[config.mk]
export PLATFORM = sky130hd
export DESIGN_NAME = regfile_dump
export DESIGN_NICKNAME = d
export VERILOG_FILES = /design/src/rtl/regfile_dump.sv
export SDC_FILE = /design/constraint.sdc
export NUM_CORES = 1
export LEC_CHECK = 0
export CORE_MARGIN = 3
export CORE_UTILIZATION = 46
export CTS_CLUSTER_DIAMETER = 100
export DETAILED_ROUTE_END_ITERATION = 8
export GPL_TIMING_DRIVEN = 0
export HOLD_SLACK_MARGIN = 0.02
export PLACE_DENSITY = 0.84
export SLEW_MARGIN = 20
export SYNTH_ARGS = -nofsm -noshare
export SYNTH_HDL_FRONTEND = slang
export SYNTH_SLANG_ARGS = --single-unit
[constraint.sdc]
create_clock -name clk -period 3.1 [get_ports clk]
set_input_delay 0.62 -clock clk [delete_from_list [all_inputs] [get_ports clk]]
set_output_delay 0.62 -clock clk [all_outputs]
set_load 0.01 [all_outputs]
[src/rtl/regfile_dump.sv]
// Debug read-out engine: walks the regfile read port in ascending order and streams each register as a valid/ready beat.
// Optional REGFILE_DUMP_CHECKSUM_EN appends one XOR-checksum beat after the last register.
module regfile_dump #(
    parameter int unsigned NUM_REGS  = 32,
    parameter int unsigned ADDR_W    = 5,
    parameter int unsigned DATA_W    = 32,
    parameter int unsigned FIRST_REG = 0
) (
    input  logic              clk,
    input  logic              rst_n,
    input  logic              start,
    output logic              busy,
    output logic              done,
    output logic [ADDR_W-1:0] rf_read_addr,
    input  logic [DATA_W-1:0] rf_read_data,
    output logic              dump_valid,
    input  logic              dump_ready,
    output logic [DATA_W-1:0] dump_data,
    output logic [ADDR_W-1:0] dump_addr,
    output logic              dump_last
);

    localparam logic [ADDR_W-1:0] FIRST_IDX = ADDR_W'(FIRST_REG);
    localparam logic [ADDR_W-1:0] LAST_IDX  = ADDR_W'(NUM_REGS - 1);

    typedef enum logic [2:0] {
        S_IDLE,
        S_FETCH,
        S_SEND,
`ifdef REGFILE_DUMP_CHECKSUM_EN
        S_CSUM,
`endif
        S_DONE
    } state_t;

    state_t              state_q;
    logic [ADDR_W-1:0]   idx_q;
    logic                busy_q;
    logic                done_q;
    logic                valid_q;
    logic                last_q;
    logic [DATA_W-1:0]   data_q;
    logic [ADDR_W-1:0]   addr_q;
`ifdef REGFILE_DUMP_CHECKSUM_EN
    logic [DATA_W-1:0]   csum_q;
`endif

    // idx_q is itself a register, so the read address is registered without a second copy
    assign rf_read_addr = idx_q;
    assign busy         = busy_q;
    assign done         = done_q;
    assign dump_valid   = valid_q;
    assign dump_data    = data_q;
    assign dump_addr    = addr_q;
    assign dump_last    = last_q;

    always_ff @(posedge clk or negedge rst_n) begin
        if (!rst_n) begin
            state_q <= S_IDLE;
            idx_q   <= FIRST_IDX;
            busy_q  <= 1'b0;
            done_q  <= 1'b0;
            valid_q <= 1'b0;
            last_q  <= 1'b0;
            data_q  <= '0;
            addr_q  <= '0;
`ifdef REGFILE_DUMP_CHECKSUM_EN
            csum_q  <= '0;
`endif
        end else begin
            unique case (state_q)
                S_IDLE: begin
                    if (start) begin
                        state_q <= S_FETCH;
                        idx_q   <= FIRST_IDX;
                        busy_q  <= 1'b1;
`ifdef REGFILE_DUMP_CHECKSUM_EN
                        csum_q  <= '0;
`endif
                    end
                end
                S_FETCH: begin
                    data_q  <= rf_read_data;
                    addr_q  <= idx_q;
                    valid_q <= 1'b1;
`ifdef REGFILE_DUMP_CHECKSUM_EN
                    last_q  <= 1'b0;
`else
                    last_q  <= (idx_q == LAST_IDX);
`endif
                    state_q <= S_SEND;
                end
                S_SEND: begin
                    if (valid_q && dump_ready) begin
                        valid_q <= 1'b0;
`ifdef REGFILE_DUMP_CHECKSUM_EN
                        csum_q  <= csum_q ^ data_q;
`endif
                        if (idx_q == LAST_IDX) begin
`ifdef REGFILE_DUMP_CHECKSUM_EN
                            // Checksum beat is loaded on the same edge the last register beat retires
                            state_q <= S_CSUM;
                            valid_q <= 1'b1;
                            data_q  <= csum_q ^ data_q;
                            addr_q  <= '0;
                            last_q  <= 1'b1;
`else
                            state_q <= S_DONE;
                            done_q  <= 1'b1;
`endif
                        end else begin
                            idx_q   <= idx_q + ADDR_W'(1);
                            state_q <= S_FETCH;
                        end
                    end
                end
`ifdef REGFILE_DUMP_CHECKSUM_EN
                S_CSUM: begin
                    if (valid_q && dump_ready) begin
                        valid_q <= 1'b0;
                        state_q <= S_DONE;
                        done_q  <= 1'b1;
                    end
                end
`endif
                S_DONE: begin
                    done_q  <= 1'b0;
                    busy_q  <= 1'b0;
                    state_q <= S_IDLE;
                end
                default: state_q <= S_IDLE;
            endcase
        end
    end

endmodule

Word level (Yosys, flattened, before mapping)
Index checks and enable logic that the tools add are counted.
{"block": "totals", "latch_bits": 0, "rom_bits": 0, "memories": 0, "register_bits": 49, "output_inout_bits": 46, "mem_bits_rw": 0, "elab_cells": 43, "inputBits": 36}
{"block": "op_classes", "mul": 0, "order_cmp": 0, "add_sub_neg": 1, "shift": 0, "n_reduce_logical": 11, "div": 0, "mux": 15, "eq_ne": 8, "n_bitwise": 0}
{"op": "5-bit two-way mux", "n": 3}
{"op": "5-bit one-hot mux with 2 select lines", "n": 1}
{"op": "3-bit one-hot mux with 3 select lines", "n": 1}
{"op": "2-bit inequality test (second input constant)", "n": 4}
{"op": "2-bit nonzero test", "n": 4}
{"op": "3-bit by 2-bit equality test with 1-bit output (second input constant)", "n": 2}
{"op": "3-bit two-way mux", "n": 2}
{"op": "1-bit one-hot mux with 2 select lines", "n": 3}
{"op": "2-bit AND reduction", "n": 3}
{"op": "5-bit by 1-bit adder with 5-bit output (second input constant)", "n": 1}
{"op": "5-bit equality test (second input constant)", "n": 1}
{"op": "1-bit two-way mux", "n": 4}
{"op": "4-bit AND reduction", "n": 1}
{"op": "3-bit by 1-bit equality test with 1-bit output (second input constant)", "n": 1}
{"op": "3-bit logical NOT", "n": 1}
{"op": "3-bit AND reduction", "n": 1}
{"op": "2-bit two-way mux", "n": 1}
{"op": "1-bit logical AND", "n": 1}

Depth between registers and ports, before layout
{"block": "logic_depth", "ltp_word": 4, "mapped_depth": 6}

Worst setup path after synthesis
No wires, ideal clock.
{"block": "synth_timing", "path_type": "flip-flop to flip-flop", "start": "register idx_q[0] (netlist: rf_read_addr[0])", "end": "register idx_q[0] (netlist: rf_read_addr[0])", "t_arrival_ns": 1.610, "required_ns": 2.975, "period_less_slack_ns": 1.735, "path_stages_with_launch": 7, "path_slack_ns": 1.365, "path_cell_list": "dfrtp_1 ha_1 and3_1 ha_1 and3b_1 a2bb2oi_2 mux2_2"}
{"block": "synth_via", "elab_chain_cells": 4, "elab_cells_between_ends": 7, "cone_classes": "add/sub (1); eq/ne (2); mux (3); reduce/logical (1)"}
{"element": "start: declaration", "line_no": "37", "text": "logic [ADDR_W-1:0] idx_q;"}
{"element": "start signal: assignment", "line_no": "112", "text": "idx_q <= idx_q + ADDR_W'(1);"}
{"element": "5-bit by 1-bit adder with 5-bit output", "line_no": "112"}
{"element": "5-bit two-way mux", "line_no": "99", "text": "if (idx_q == LAST_IDX) begin"}
{"element": "5-bit two-way mux", "line_no": "94", "text": "if (valid_q && dump_ready) begin"}
{"element": "5-bit one-hot mux with 2 select lines", "line_no": "71", "text": "unique case (state_q)"}
Parallel ways exist; a longest one is shown, timed or not. The select of a mux whose other input is x is not followed.
A chain may end at the register's enable or synchronous reset.

Worst setup path after layout
{"block": "layout_timing", "start": "register idx_q[3] (netlist: rf_read_addr[3])", "end": "output port rf_read_addr[3]"}
{"element": "end: declaration", "line_no": "14", "text": "output logic [ADDR_W-1:0] rf_read_addr,"}
No word-level cell between the ends.

==> metrics.txt <==
gr ovfl total=0; register area share after synthesis=58.1%; asr flop ratio synth=100%; root buffer cell=clkbuf_8; IO buf count=81; Die H=73.0 um; FF+latch count, synth=48; endpoints failing hold=0; r2r setup slk=1230 ps; Routed wire per std cell=17.6 um; global-route wire length before repair=7.49 mm; number of synthesized flops with an enable pin=0; top_reg_cell synth=dfrtp_1; synth cell count leaders=48 x dfrtp_1, 38 x mux2_4, 4 x a21oi_1; Worst R2R Start=rf_read_addr[0]$_DFFE_PN0P_; number of setup violations in the final report=0; largest net degree at the start of global routing=33; vias per inst=5.16; cells along the critical path=clkdlybuf4s50_1; period utilization=63.0%; WP data required=2480 ps; remaining antenna violation count=0; top post-synthesis cells by area=dfrtp_1 58%, mux2_4 28%, buf_12 2.9%; fraction of layout cells with a size suffix above 1=26.4%; CP Capture Type=primary output; clk sinks=48; syn nets=157; Initial Util=49.5%; worst path arrival time=1330 ps; Post-Syn Instances=119; core area=4170 sq um; Unique masters post-synth=24; peak per-stage delay on the critical path=590 ps; Slowest-stage cell, CP=clkdlybuf4s50_1; maximum vdd ir drop=0.526 mV; status=finished, final reports clean; Ys Warns=0; maximum clock frequency=0.512 GHz; vias in the first global route=1505; Die X=73.0 um; DRT iter0 DRCs=57; Period minus WS final=1950 ps; max_cap viols=0; area leader, netlist=dfrtp_1; Rel. slew slack=68.3%; 1st-pass router iterations=4; Die Area=5330 sq um; Pwr Density=971 nW/um^2; Synth Area per Inst=17.4 sq um; hpwl dp=3.43 mm; Final WS setup=1150 ps; Leak=1.36 nW; initial antenna violation count=0; GRT Resource Usage Total=18.8%; Top Ports=82; Clk Latency, worst-skew pair=300 ps; Setup Buffers After CTS=0; Yosys top cell area share=58.1%; TritonCTS clock tree=built; vias=1331; Final nets=246; worst hold path class=in2async; crit-path max FO=5; most instantiated library cell after synthesis=dfrtp_1; Fin Setup TNS=0 ps; RSZ-0062 raised after global routing=no; Worst Setup SP=rf_read_addr[3]$_DFFE_PN0P_; drt drc=0; routed wire length=4.55 mm; CP bufs+invs=1; worst slack, placed=1180 ps; RePlAce Congestion=0.796; Synth Cell Area=2070 sq um; critical path's top delay family=buffers and inverters; post-cts resize count=0; crit start category=register; WS Path Type=reg2out; clk_skew=8.45 ps; H-tree depth=2; Layout area overhead=46.7%; Slew Viols, Final=0; Post-CTS Hold Buffers=0; maximum buffer depth of the clock tree=2; Worst-path clk slew=80 ps; Num CTS Buffers=5; # diodes=0; Worst-Margin Slew=472 ps; cell row count=23
[cells by family (layout without fill, tap and decap cells)]
group,Yosys count,in the layout,synth area share (%)
multiplexers,40,40,28.6
flip-flops,48,48,58.1
adder cells (fa/ha/maj),2,2,1.21
buffers and inverters,6,95,4.00
AO/OA/AOI/OAI,12,12,4.42
XOR/XNOR,1,1,0.424
AND/OR/NAND/NOR,10,10,3.21
[cell type report]
type	instances	area, sq um
flip-flops and latches	48	1200
fillers	281	1140
repair buffers	82	826
multi-input cells	65	783
plain buffers	4	75.1
clock buffers	6	72.6
well taps	50	62.6
inverters	2	7.51
clock inverters	1	5.00
[placed cells by master (no fill, tap or decap), types with 2 or more instances in the layout]
cell / Yosys / final
clkbuf_8: 0 / 5
ha_1: 2 / 2
mux2_4: 38 / 38
nand3_1: 3 / 3
a22o_1: 3 / 3
inv_1: 2 / 2
a21oi_1: 4 / 4
buf_12: 3 / 4
clkdlybuf4s50_1: 0 / 80
dfrtp_1: 48 / 48
[path summary, 6_finish.rpt]
check,cells after the start,to
setup / recovery,1,rf_read_addr[3]
hold / removal,1,dump_addr[2]$_DFFE_PN0P_
setup reg to reg,6,rf_read_addr[0]$_DFFE_PN0P_
hold reg to reg,1,dump_data[21]$_DFFE_PN0P_
max in group asynchronous,2,dump_addr[0]$_DFFE_PN0P_
min in group clk,1,dump_data[21]$_DFFE_PN0P_
[stage by stage]
stage | cell area [sq um] | instances | hold slack, ps | total power [mW] | utilization, %
2_1_floorplan | 2070 | 119 | 324 | 1.92 | -
5_1_grt | 3030 | 258 | 246 | 3.11 | 72.7
4_1_cts | 3030 | 258 | 240 | 2.98 | 72.7
6_report | 3030 | 258 | 236 | 2.94 | 72.7
3_5_place_dp | 2960 | 251 | 492 | 2.62 | 70.8
3_3_place_gp | 2940 | 250 | 491 | 2.55 | 70.5
[layer usage]
metal  track usage [%]  part of all wire [%]
met1              22.6                    40
met2              30.8                    49
met3              7.02                   8.8
met4              6.35                   1.4
met5                 0                     0
[flip-flops by register name, summed over array words and instances (netlist names)]
signal / flops
state_q: 2
dump_last: 1
dump_data: 32
done: 1
rf_read_addr: 5
dump_valid: 1
dump_addr: 5
busy: 1
[report_power, final]
group / switching, mW / leakage [nW] / internal [mW]
Combinational: 0.516 / 0.731 / 1.01
Clock: 0.197 / 0.0410 / 0.154
Sequential: 0.176 / 0.588 / 0.891
Power figures use the tool's default switching activity.
